**src/rtl/mux_rr_pipe.sv**
```systemverilog
// N-to-1 data-path multiplexer with valid/ready on every input and on the output,
// selectable fixed-select or round-robin arbitration, and one registered output stage.
module mux_rr_pipe #(
  parameter  int DATA_WIDTH = 32,
  parameter  int NUM_IN     = 4,
  localparam int SEL_WIDTH  = (NUM_IN > 1) ? $clog2(NUM_IN) : 1
) (
  input  logic                         CLK,
  input  logic                         RST,
  input  logic                         ARB_MODE,
  input  logic [SEL_WIDTH-1:0]         SEL,
  input  logic [NUM_IN*DATA_WIDTH-1:0] IN_DATA,
  input  logic [NUM_IN-1:0]            IN_VALID,
  output logic [NUM_IN-1:0]            IN_READY,
  output logic [DATA_WIDTH-1:0]        OUT_DATA,
  output logic [SEL_WIDTH-1:0]         OUT_SRC,
  output logic                         OUT_VALID,
  input  logic                         OUT_READY
);

  typedef enum logic {
    MODE_FIXED = 1'b0,
    MODE_RR    = 1'b1
  } arb_mode_e;

  // SEL can address up to 2**SEL_WIDTH channels; the padding entries are never valid.
  localparam int EXT_IN = 1 << SEL_WIDTH;

  logic [DATA_WIDTH-1:0] out_data_q, out_data_d;
  logic [SEL_WIDTH-1:0]  out_src_q,  out_src_d;
  logic                  out_valid_q, out_valid_d;
  logic [SEL_WIDTH-1:0]  rr_ptr_q,   rr_ptr_d;

  arb_mode_e             mode;
  logic [EXT_IN-1:0]     valid_ext;
  logic                  load_en;
  logic                  grant_valid;
  logic [SEL_WIDTH-1:0]  grant_idx;
  logic                  transfer;
  logic [DATA_WIDTH-1:0] grant_data;

  assign mode    = arb_mode_e'(ARB_MODE);
  assign load_en = !out_valid_q || OUT_READY;

  // Grant selection: fixed index in fixed mode, first valid channel at or after the pointer in RR mode.
  always_comb begin
    int cand;
    // NOTE: every always_comb output gets a default first so no path leaves it unassigned (no latch).
    valid_ext              = '0;
    valid_ext[NUM_IN-1:0]  = IN_VALID;
    grant_valid            = 1'b0;
    grant_idx              = '0;
    cand                   = 0;
    if (mode == MODE_FIXED) begin
      grant_valid = valid_ext[SEL];
      grant_idx   = SEL;
    end else begin
      for (int off = 0; off < NUM_IN; off++) begin
        cand = int'(rr_ptr_q) + off;
        if (cand >= NUM_IN) cand = cand - NUM_IN;
        if (!grant_valid && IN_VALID[cand]) begin
          grant_valid = 1'b1;
          grant_idx   = SEL_WIDTH'(cand);
        end
      end
    end
  end

  assign transfer = RST && load_en && grant_valid;

  // Decoded data mux and one-hot ready; out-of-range indices match no channel.
  always_comb begin
    grant_data = '0;
    IN_READY   = '0;
    for (int k = 0; k < NUM_IN; k++) begin
      if (grant_idx == SEL_WIDTH'(k)) begin
        grant_data  = IN_DATA[k*DATA_WIDTH +: DATA_WIDTH];
        IN_READY[k] = transfer;
      end
    end
  end

  always_comb begin
    out_data_d  = out_data_q;
    out_src_d   = out_src_q;
    out_valid_d = out_valid_q;
    rr_ptr_d    = rr_ptr_q;
    if (transfer) begin
      out_data_d  = grant_data;
      out_src_d   = grant_idx;
      out_valid_d = 1'b1;
      if (mode == MODE_RR) begin
        rr_ptr_d = (grant_idx == SEL_WIDTH'(NUM_IN - 1)) ? '0 : grant_idx + SEL_WIDTH'(1);
      end
    end else if (load_en) begin
      // Consumer drained the beat (or stage was empty) and nothing new arrived.
      out_valid_d = 1'b0;
    end
  end

  // NOTE: sequential state uses non-blocking assignments so all registers update together at the edge.
  always_ff @(posedge CLK or negedge RST) begin
    if (!RST) begin
      out_data_q  <= '0;
      out_src_q   <= '0;
      out_valid_q <= 1'b0;
      rr_ptr_q    <= '0;
    end else begin
      out_data_q  <= out_data_d;
      out_src_q   <= out_src_d;
      out_valid_q <= out_valid_d;
      rr_ptr_q    <= rr_ptr_d;
    end
  end

  assign OUT_DATA  = out_data_q;
  assign OUT_SRC   = out_src_q;
  assign OUT_VALID = out_valid_q;

endmodule

```
**config.mk**
```make
export PLATFORM = sky130hd
export DESIGN_NAME = mux_rr_pipe
export DESIGN_NICKNAME = d
export VERILOG_FILES = /design/src/rtl/mux_rr_pipe.sv
export SDC_FILE = /design/constraint.sdc
export NUM_CORES = 1
export LEC_CHECK = 0
export CAP_MARGIN = 30
export CORE_MARGIN = 5
export CORE_UTILIZATION = 35
export DETAILED_ROUTE_END_ITERATION = 12
export DONT_BUFFER_PORTS = 1
export HOLD_SLACK_MARGIN = 0.1
export PLACE_DENSITY = 0.6
export SKIP_LAST_GASP = 1
export SYNTH_ARGS = -nofsm -noshare
export SYNTH_HDL_FRONTEND = slang
export SYNTH_SLANG_ARGS = --single-unit
```
**constraint.sdc**
```tcl
create_clock -name CLK -period 3.9 [get_ports CLK]
set_clock_uncertainty 0.2 [all_clocks]
set_input_delay 0.195 -clock CLK [delete_from_list [all_inputs] [get_ports CLK]]
set_output_delay 0.195 -clock CLK [all_outputs]
set_load 0.03 [all_outputs]
```
**Word level (Yosys, flattened, before mapping)**

Index checks and enable logic that the tools add are counted.

- $add $sub $neg: 8
- $lt $le $gt $ge: 9
- Equality and inequality tests: 3
- Mux-type cells: 46
- Reductions and logical operators: 13

Operators by type and width:

| cell | number |
|---|---|
| $mux 32 | 12 |
| $lt 32x4->1 const B | 4 |
| $mux 1 | 23 |
| $mux 2 | 6 |
| $sub 3x3->4 const B | 3 |
| $bmux 1 s2 | 5 |
| $ge 3x3->1 const B | 3 |
| $add 2x2->3 const B | 2 |
| $logic_and 1x1->1 | 5 |
| $eq 2x2->1 const B | 2 |
| $logic_not 1->1 | 4 |
| $sub 2x3->4 const B | 1 |
| $add 2x1->3 const B | 1 |
| $ge 2x3->1 const B | 1 |
| $lt 2x3->1 const B | 1 |
| $add 2x1->2 const B | 1 |
| $eq 2x1->1 const B | 1 |
| $logic_not 2->1 | 1 |
| $reduce_and 2->1 | 1 |
| $reduce_bool 2->1 | 1 |
| $logic_or 1x1->1 | 1 |

- Flip-flop bits (word level): 37
- Input port bits: 138
- Output and inout port bits: 39
- Word-level logic and storage cells: 83

**Depth between registers and ports, before layout**

Gate-level depths: netlist of the first run.

- Depth in word-level cells: 25
- Gate-level depth with buffers: 10
- Mapped depth without buffers: 9

**Worst setup path before layout of the first run**

No wires, ideal clock.

- Kind: register to register
- Start point: register rr_ptr_q[1]
- End point: register out_data_q[1] (netlist: OUT_DATA[1])
- Setup time: 0.125 ns
- Data arrival time: 2.662 ns
- Required time: 3.575 ns
- Setup slack: 0.913 ns
- Stages on the path, launching flop included: 11
- Path buffers: 2
- Clock period less this slack: 2.987 ns
- Cell sequence: dfrtp_1 -> or4bb_1 -> a2111o_1 -> o211ai_2 -> ha_1 -> clkbuf_1 -> nor2b_1 -> clkbuf_1 -> a221oi_1 -> o31ai_1 -> mux2_2

- Cells in the longest elaborated chain, start to end: 25
- Elaborated cells on any way between the ends: 59
- Classes of those cells: add/sub: 7; order compare: 4; eq/ne: 3; mux: 37; reduce/logical: 8

RTL lines:

| element | line | RTL |
|---|---|---|
| from (decl) | 32 | `logic [SEL_WIDTH-1:0] rr_ptr_q, rr_ptr_d;` |
| from (signal assigned) | 112 | `rr_ptr_q <= rr_ptr_d;` |
| $sub 2x3->4 or $ge 2x3->1 (tied branches) | 60 | `if (cand >= NUM_IN) cand = cand - NUM_IN;` |
| $mux 32 | 60 |  |
| $mux 32 | 54 | `if (mode == MODE_FIXED) begin` |
| $bmux 1 s2 | 61 | `if (!grant_valid && IN_VALID[cand]) begin` |
| $mux 1 (implied by the code) (2 in a row) | 61 |  |
| $mux 1 | 61 |  |
| $mux 1 | 54 |  |
| $logic_not 1->1 | 61 |  |
| [... 5 more ...] | n/a |  |
| $mux 1 | 61 |  |
| $mux 1 | 54 |  |
| $logic_not 1->1 | 61 |  |
| $logic_and 1x1->1 | 61 |  |
| $mux 2 | 61 |  |
| $mux 2 | 54 |  |
| $logic_not 2->1 | 76 | `if (grant_idx == SEL_WIDTH'(k)) begin` |
| $mux 32 (4 in a row) | 76 |  |
| to (signal assigned) | 109 | `out_data_q <= out_data_d;` |
| to (decl) | 29 | `logic [DATA_WIDTH-1:0] out_data_q, out_data_d;` |

Several ways; a longest one is shown, not always the timed one. The select of a mux whose other input is x is not followed.
A chain may end at the register's enable or synchronous reset.

**Worst setup path in the final report of the first run**

- Start point: register rr_ptr_q[1]
- End point: register out_data_q[2] (netlist: OUT_DATA[2])

- Cells in the longest elaborated chain, start to end: 25
- Elaborated cells on any way between the ends: 59
- Classes of those cells: add/sub: 7; order compare: 4; eq/ne: 3; mux: 37; reduce/logical: 8

RTL lines:

| element | line | RTL |
|---|---|---|
| $sub 2x3->4 or $ge 2x3->1 (tied branches) | 60 |  |
| $mux 32 | 60 |  |
| $mux 32 | 54 |  |
| $bmux 1 s2 | 61 |  |
| $mux 1 (implied by the code) (2 in a row) | 61 |  |
| $mux 1 | 61 |  |
| $mux 1 | 54 |  |
| $logic_not 1->1 | 61 |  |
| [... 7 more ...] | n/a |  |
| $logic_not 1->1 | 61 |  |
| $logic_and 1x1->1 | 61 |  |
| $mux 2 (*) | 61 |  |
| $mux 2 (*) | 54 |  |
| net grant_idx[1] | 38 | `logic [SEL_WIDTH-1:0] grant_idx;` |
| $logic_not 2->1 | 76 |  |
| $mux 32 (3 in a row) | 76 |  |
| $mux 32 (*) | 76 |  |

Mark *: on every way through the listed nets, which the timed path passes. The rest lies on a longest branch. The select of a mux whose other input is x is not followed.

==> results of run 1 <==
[Yosys cell counts (2+ instances only)]
master,number,area [um2]
clkbuf_1,16,60.1
and2_1,4,25.0
buf_12,2,40.0
o31ai_1,31,233
a221oi_1,32,280
ha_1,4,50.1
inv_1,7,26.3
mux2_4,25,375
nand2b_1,2,12.5
or4bb_1,2,22.5
or2_2,2,12.5
nand2_1,34,128
buf_2,5,25.0
a21oi_1,4,20.0
nor2b_1,32,200
mux2_2,9,101
mux2i_1,2,20.0
nor2_1,2,7.51
dfrtp_1,37,926
[per-stage QoR]
stage               setup TNS, ns  std cells  hold WS [ns]  instance area [um2]
global route             -0.00627        422         0.106                 3560
detailed placement              0        355        -0.300                 2820
finish                          0        422         0.110                 3560
global placement                0        355        -0.300                 2820
floorplan                       0        272        -0.301                 2760
CTS                             0        420         0.101                 3500
[registers in the layout (all words and copies together) (netlist names)]
register   count
OUT_VALID      1
rr_ptr_q       2
OUT_SRC        2
OUT_DATA      32
[critical path: cells and delay by family (launching register included)]
kind	cells	cell delay, ns
flip-flops	1	0.44
AND/OR/NAND/NOR	1	0.55
AO/OA/AOI/OAI	4	0.90
buffers and inverters	3	0.90
adder cells (fa/ha/maj)	1	0.29
multiplexers	1	0.26
[cell families (layout without fill, tap and decap cells)]
kind of cell / after synthesis / in the layout / synth area share
AO/OA/AOI/OAI: 77 / 77 / 0.228
adder cells (fa/ha/maj): 4 / 4 / 0.0181
flip-flops: 37 / 37 / 0.335
buffers and inverters: 31 / 79 / 0.0602
AND/OR/NAND/NOR: 86 / 86 / 0.171
multiplexers: 37 / 37 / 0.188
[final cells by class]
cell class	instances	area, um2	area share
clock buffer	7	86.3	0.0242
inverter	7	26.3	0.00738
multi-input combinational	204	1700	0.479
sequential	37	926	0.260
tap	102	128	0.0358
timing repair buffer	65	691	0.194
[what timing repair did]
| item | CTS | global route |
|---|---|---|
| gates resized for setup | 0 | 3 |
| hold buffers | 58 | 1 |
| hold endpoints to repair | 73 | 1 |
| endpoints found under the setup margin | 0 | 18 |
[power groups by stage]
stage / clock network (W) / registers [W] / logic [W]
global placement: 0 / 0.00105 / 0.000733
CTS: 0.000288 / 0.00105 / 0.000923
finish: 0.000276 / 0.00104 / 0.000956
detailed placement: 0 / 0.00105 / 0.000759
global route: 0.000307 / 0.00107 / 0.00105
floorplan: 0 / 0.000995 / 0.000647
[worst max-delay path by stage]
stage                                    end  cells past startpoint               startpoint  slack (ns)
floorplan            OUT_DATA[1]$_DFFE_PN0N_                     10  rr_ptr_q[1]$_DFFE_PN0P_        0.91
global placement     OUT_DATA[0]$_DFFE_PN0N_                      8  rr_ptr_q[1]$_DFFE_PN0P_        0.71
detailed placement   OUT_DATA[0]$_DFFE_PN0N_                      8  rr_ptr_q[1]$_DFFE_PN0P_        0.61
CTS                 OUT_DATA[25]$_DFFE_PN0N_                      9  rr_ptr_q[1]$_DFFE_PN0P_        0.09
global route        OUT_DATA[10]$_DFFE_PN0N_                     10  rr_ptr_q[1]$_DFFE_PN0P_      -0.006
finish               OUT_DATA[2]$_DFFE_PN0N_                     10  rr_ptr_q[1]$_DFFE_PN0P_        0.23
[routing by layer]
layer | share of wire | up-vias | global-route usage | wire (um)
met5 | 0 | - | 0 | 0
met4 | 0.019 | 0 | 0.0462 | 153
met3 | 0.099 | 16 | 0.0559 | 806
met2 | 0.49 | 123 | 0.274 | 3940
met1 | 0.40 | 1146 | 0.191 | 3210
li1 | - | 1118 | - | -
==> results_dict.tcl, run 1 <==
set metrics [dict create \
    clk_pin_slew_ns 0.07 \
    netlist_area_um2 2760 \
    final_cell_mix "58 x dlygate4sd3_1, 37 x dfrtp_1, 34 x nand2_1" \
    synthToLayoutAreaGrowth_pct 28.8 \
    synth_cell_type_count 39 \
    regToRegSetupSlack_ns 0.23 \
    required_ns 3.87 \
    synth_seq_cells 37 \
    slew_violations 0 \
    setup_slack_ns 0.235 \
    cap_violations 0 \
    grt_usage 0.161 \
    fmax_mhz 273 \
    hold_viol 0 \
    syn_nets 414 \
    p_switching_w 0.00100 \
    critical_path_class "flip-flop to flip-flop" \
    nets 462 \
    die_height_um 98.9 \
    rr_endpoint "OUT_DATA[2]$_DFFE_PN0N_" \
    reg2reg_depth 10 \
    critical_path.startpoint_type "flip-flop" \
    drc 0 \
    postLayoutCoreUtil 0.461 \
    cp_cell_sequence "or4bb_1, a2111o_1, o211ai_2, inv_1, ha_4, buf_16, a221oi_1, o31ai_1, dlygate4sd3_1, mux2_2" \
    rows 32 \
    drt_wl_total_um 8110 \
    slowest_stage "or4bb_1" \
    via_per_inst 5.69 \
    dr.pass1.iters 4 \
    clock-sinks 37 \
    crit_path_max_incr_delay_ns 0.55 \
    wire_per_inst_um 19.2 \
    grt_pass1_wl_um 12800 \
    antenna_found_initial 0 \
    grt_max_degree 66 \
    pwr-share-clk 0.121 \
    synth_flop_cell "dfrtp_1" \
    setup-violations-final 0 \
    synth_edf_count 0 \
    antenna_left 0 \
    period_share 0.940 \
    synthCells 272 \
    core-area_um2 7730 \
    switching_share 0.441 \
    ir_worst_vdd_mv 0.265 \
    die_area_um2 9770 \
    cts_setup_buffers 0 \
    relSlewSlack 0.440 \
    cts.htree.levels 2 \
    reg2reg_from "rr_ptr_q[1]$_DFFE_PN0P_" \
    finalCriticalPeriod_ns 3.67 \
    total_power_w 0.00228 \
    dp_hpwl_um 5610 \
    status "complete, no violations" \
    cts_buffers 5 \
    hold_path_end "OUT_DATA[17]$_DFFE_PN0N_" \
    grt_pass1_vias 2510 \
    chipWidth_um 98.9 \
    path_max_fanout 34 \
    clockBufferDepth 2 \
    port_buffers 0 \
    cts-root-buf "clkbuf_8" \
    worst_pin_slew_ns 0.839 \
    num_vias 2403 \
    intPower_w 0.00127 \
    pre_cts_slack_ns 0.608 \
    clock_latency_ns 0.28 \
    worstHoldStart "IN_DATA[81]" \
    final_common_cell "dlygate4sd3_1" \
    grt_overflow 0 \
    seqPwrFrac 0.459 \
    seq_area_frac_synth 0.335 \
    p_comb_frac 0.420 \
    cp.arrival_ns 3.64 \
    p_per_area_nw_per_um2 639 \
    first_iter_violations 73 \
    ys_warn_count 0 \
    globalplace.congestion 0.794 \
    initial_core_util 0.358 \
    drive_gt1_frac 0.191 \
    async_flop_share 1.00 \
    tritoncts "done" \
    fill_cells 719 \
    hold_depth 3 \
    pin_count 177 \
    avgSynthCellArea_um2 10.2 \
    endpoint_kind "flip-flop" \
    hold_path_class "input port to flip-flop" \
    p_leak_nw 1.44 \
    antenna_cells 0 \
]
No activity file was read; power rests on OpenSTA's default activity.
==> run 2, diff against run 1 <==
--- a/config.mk
+++ b/config.mk
@@ -6,12 +6,13 @@
 export NUM_CORES = 1
 export LEC_CHECK = 0
 export CAP_MARGIN = 30
+export CORE_ASPECT_RATIO = 0.75
 export CORE_MARGIN = 5
-export CORE_UTILIZATION = 35
+export CORE_UTILIZATION = 38
 export DETAILED_ROUTE_END_ITERATION = 12
 export DONT_BUFFER_PORTS = 1
 export HOLD_SLACK_MARGIN = 0.1
-export PLACE_DENSITY = 0.6
+export PLACE_DENSITY = 0.63
 export SKIP_LAST_GASP = 1
 export SYNTH_ARGS = -nofsm -noshare
 export SYNTH_HDL_FRONTEND = slang
==> run 2 against run 1 <==
  * Global-route usage is 1.7 points higher
  * Critical path type unchanged
  * Highest routed layer unchanged
  * Setup slack got worse by 0.060 ns
  * Routed wire length up 5.6%
  * Critical endpoint is now OUT_DATA[23]$_DFFE_PN0N_
  * Largest cell class unchanged
  * Sequential share of layout area shrank 0.50 points
==> results_dict.tcl, run 2 (same netlist as run 1, synthesis figures left out) <==
set metrics [dict create \
    wire_per_inst_um 20.1 \
    fmax_mhz 268 \
    antenna_left 0 \
    critical_path.startpoint_type "flip-flop" \
    dpl-instance-area_um2 2800 \
    status "complete, no violations" \
    endpoint_kind "flip-flop" \
    period_share 0.955 \
    nets 470 \
    synthToLayoutAreaGrowth_pct 31.4 \
    path_max_fanout 17 \
    fin_cells 427 \
    grt_pass1_vias 2594 \
    grt_max_degree 66 \
    initial_core_util 0.399 \
    critical_path_class "flip-flop to flip-flop" \
    final_cell_mix "65 x dlygate4sd3_1, 37 x dfrtp_1, 34 x nand2_1" \
    tritoncts "done" \
    die_area_um2 9100 \
    cp_cell_sequence "or4bb_1, a2111o_1, o211ai_2, ha_2, nor2b_2, buf_4, a221oi_1, o31ai_1, dlygate4sd3_1, mux2_4" \
    rows 26 \
    cap_violations 0 \
    grt_overflow 0 \
    worst_pin_slew_ns 0.821 \
    p_per_area_nw_per_um2 639 \
    core-area_um2 6930 \
    clockBufferDepth 2 \
    hold_viol 0 \
    clock-sinks 37 \
    clk_pin_slew_ns 0.08 \
    crit_path_max_incr_delay_ns 0.57 \
    placedCellCount 351 \
    cts-root-buf "clkbuf_8" \
    port_buffers 0 \
    dr.pass1.iters 4 \
    relSlewSlack 0.452 \
    drt_wl_total_um 8560 \
    num_vias 2486 \
    cp.arrival_ns 3.70 \
    dp_hpwl_um 5620 \
    grt_pass1_wl_um 13000 \
    drc 0 \
    largest_reg_flops 32 \
    antenna_cells 0 \
    globalplace.congestion 0.734 \
    total_power_w 0.00232 \
    setup-violations-final 0 \
    slowest_stage "dlygate4sd3_1" \
    via_per_inst 5.82 \
    finalCriticalPeriod_ns 3.72 \
    cts_buffers 5 \
    clock_latency_ns 0.29 \
    cts_setup_buffers 0 \
    drive_gt1_frac 0.198 \
    p_leak_nw 1.48 \
    grt_usage 0.177 \
    setup_slack_ns 0.175 \
    fin_setup_tns_ns 0 \
    pre_cts_slack_ns 0.616 \
    rsz0062_at_grt "no" \
    design_area_um2 3630 \
    antenna_found_initial 0 \
    ir_worst_vdd_mv 0.284 \
    hold_path_class "input port to flip-flop" \
    pin_count 177 \
    chipWidth_um 108 \
    first_iter_violations 182 \
    slew_violations 0 \
    cts.htree.levels 2 \
    required_ns 3.88 \
    die_height_um 83.9 \
    final_common_cell "dlygate4sd3_1" \
]
==> run 2: worst paths after layout <==
check / from / end / slack [ns] / depth (start not counted)
setup / recovery: rr_ptr_q[1]$_DFFE_PN0P_ / OUT_DATA[23]$_DFFE_PN0N_ / 0.18 / 10
hold / removal: IN_DATA[69] / OUT_DATA[5]$_DFFE_PN0N_ / 0.12 / 3
setup reg to reg: rr_ptr_q[1]$_DFFE_PN0P_ / OUT_DATA[23]$_DFFE_PN0N_ / 0.18 / 10
hold reg to reg: rr_ptr_q[0]$_DFFE_PN0P_ / rr_ptr_q[0]$_DFFE_PN0P_ / 0.41 / 1
max in group asynchronous: RST / OUT_DATA[12]$_DFFE_PN0N_ / 3.11 / 2
min in group asynchronous: RST / rr_ptr_q[0]$_DFFE_PN0P_ / 0.19 / 2
==> run 2: per-layer routing <==
layer	wire length, um	track usage	vias up
met4	98	0.0459	0
met5	0	0	-
met2	4210	0.311	149
met3	988	0.0634	14
met1	3270	0.203	1183
li1	-	-	1140
==> run 2: per-stage QoR <==
step | util | hold slack [ns]
global route | 0.524 | 0.119
finish | 0.524 | 0.119
detailed placement | 0.405 | -0.300
CTS | 0.515 | 0.101
global placement | 0.405 | -0.299
floorplan | - | -0.301
==> run 2: report_power, final <==
part / internal [W] / total (W) / switching [W]
logic: 0.000601 / 0.000991 / 0.000390
clock network: 0.000143 / 0.000284 / 0.000141
registers: 0.000554 / 0.00104 / 0.000491
total: 0.00130 / 0.00232 / 0.00102
==> run 2: area by class of cell <==
class                           count  area (um2)
Clock inverter                      2        13.8
Fill cell                         598        3300
Multi-Input combinational cell    204        1690
Tap cell                           98         123
Timing Repair Buffer               73         768
Clock buffer                        6        82.6
Inverter                            7        26.3
Sequential cell                    37         926
==> run 2: critical path, delay by kind of cell (launching register included) <==
kind	cells	cell delay, ns
AO/OA/AOI/OAI	4	0.94
adder cells (fa/ha/maj)	1	0.36
buffers and inverters	2	0.77
flip-flops	1	0.44
multiplexers	1	0.26
AND/OR/NAND/NOR	2	0.62
==> run 2: what timing repair did <==
| action | in CTS | in global routing |
|---|---|---|
| hold buffers | 66 | 0 |
| gates resized for setup | 0 | 2 |
| hold endpoints to repair | 74 | 0 |
| endpoints found under the setup margin | 0 | 25 |
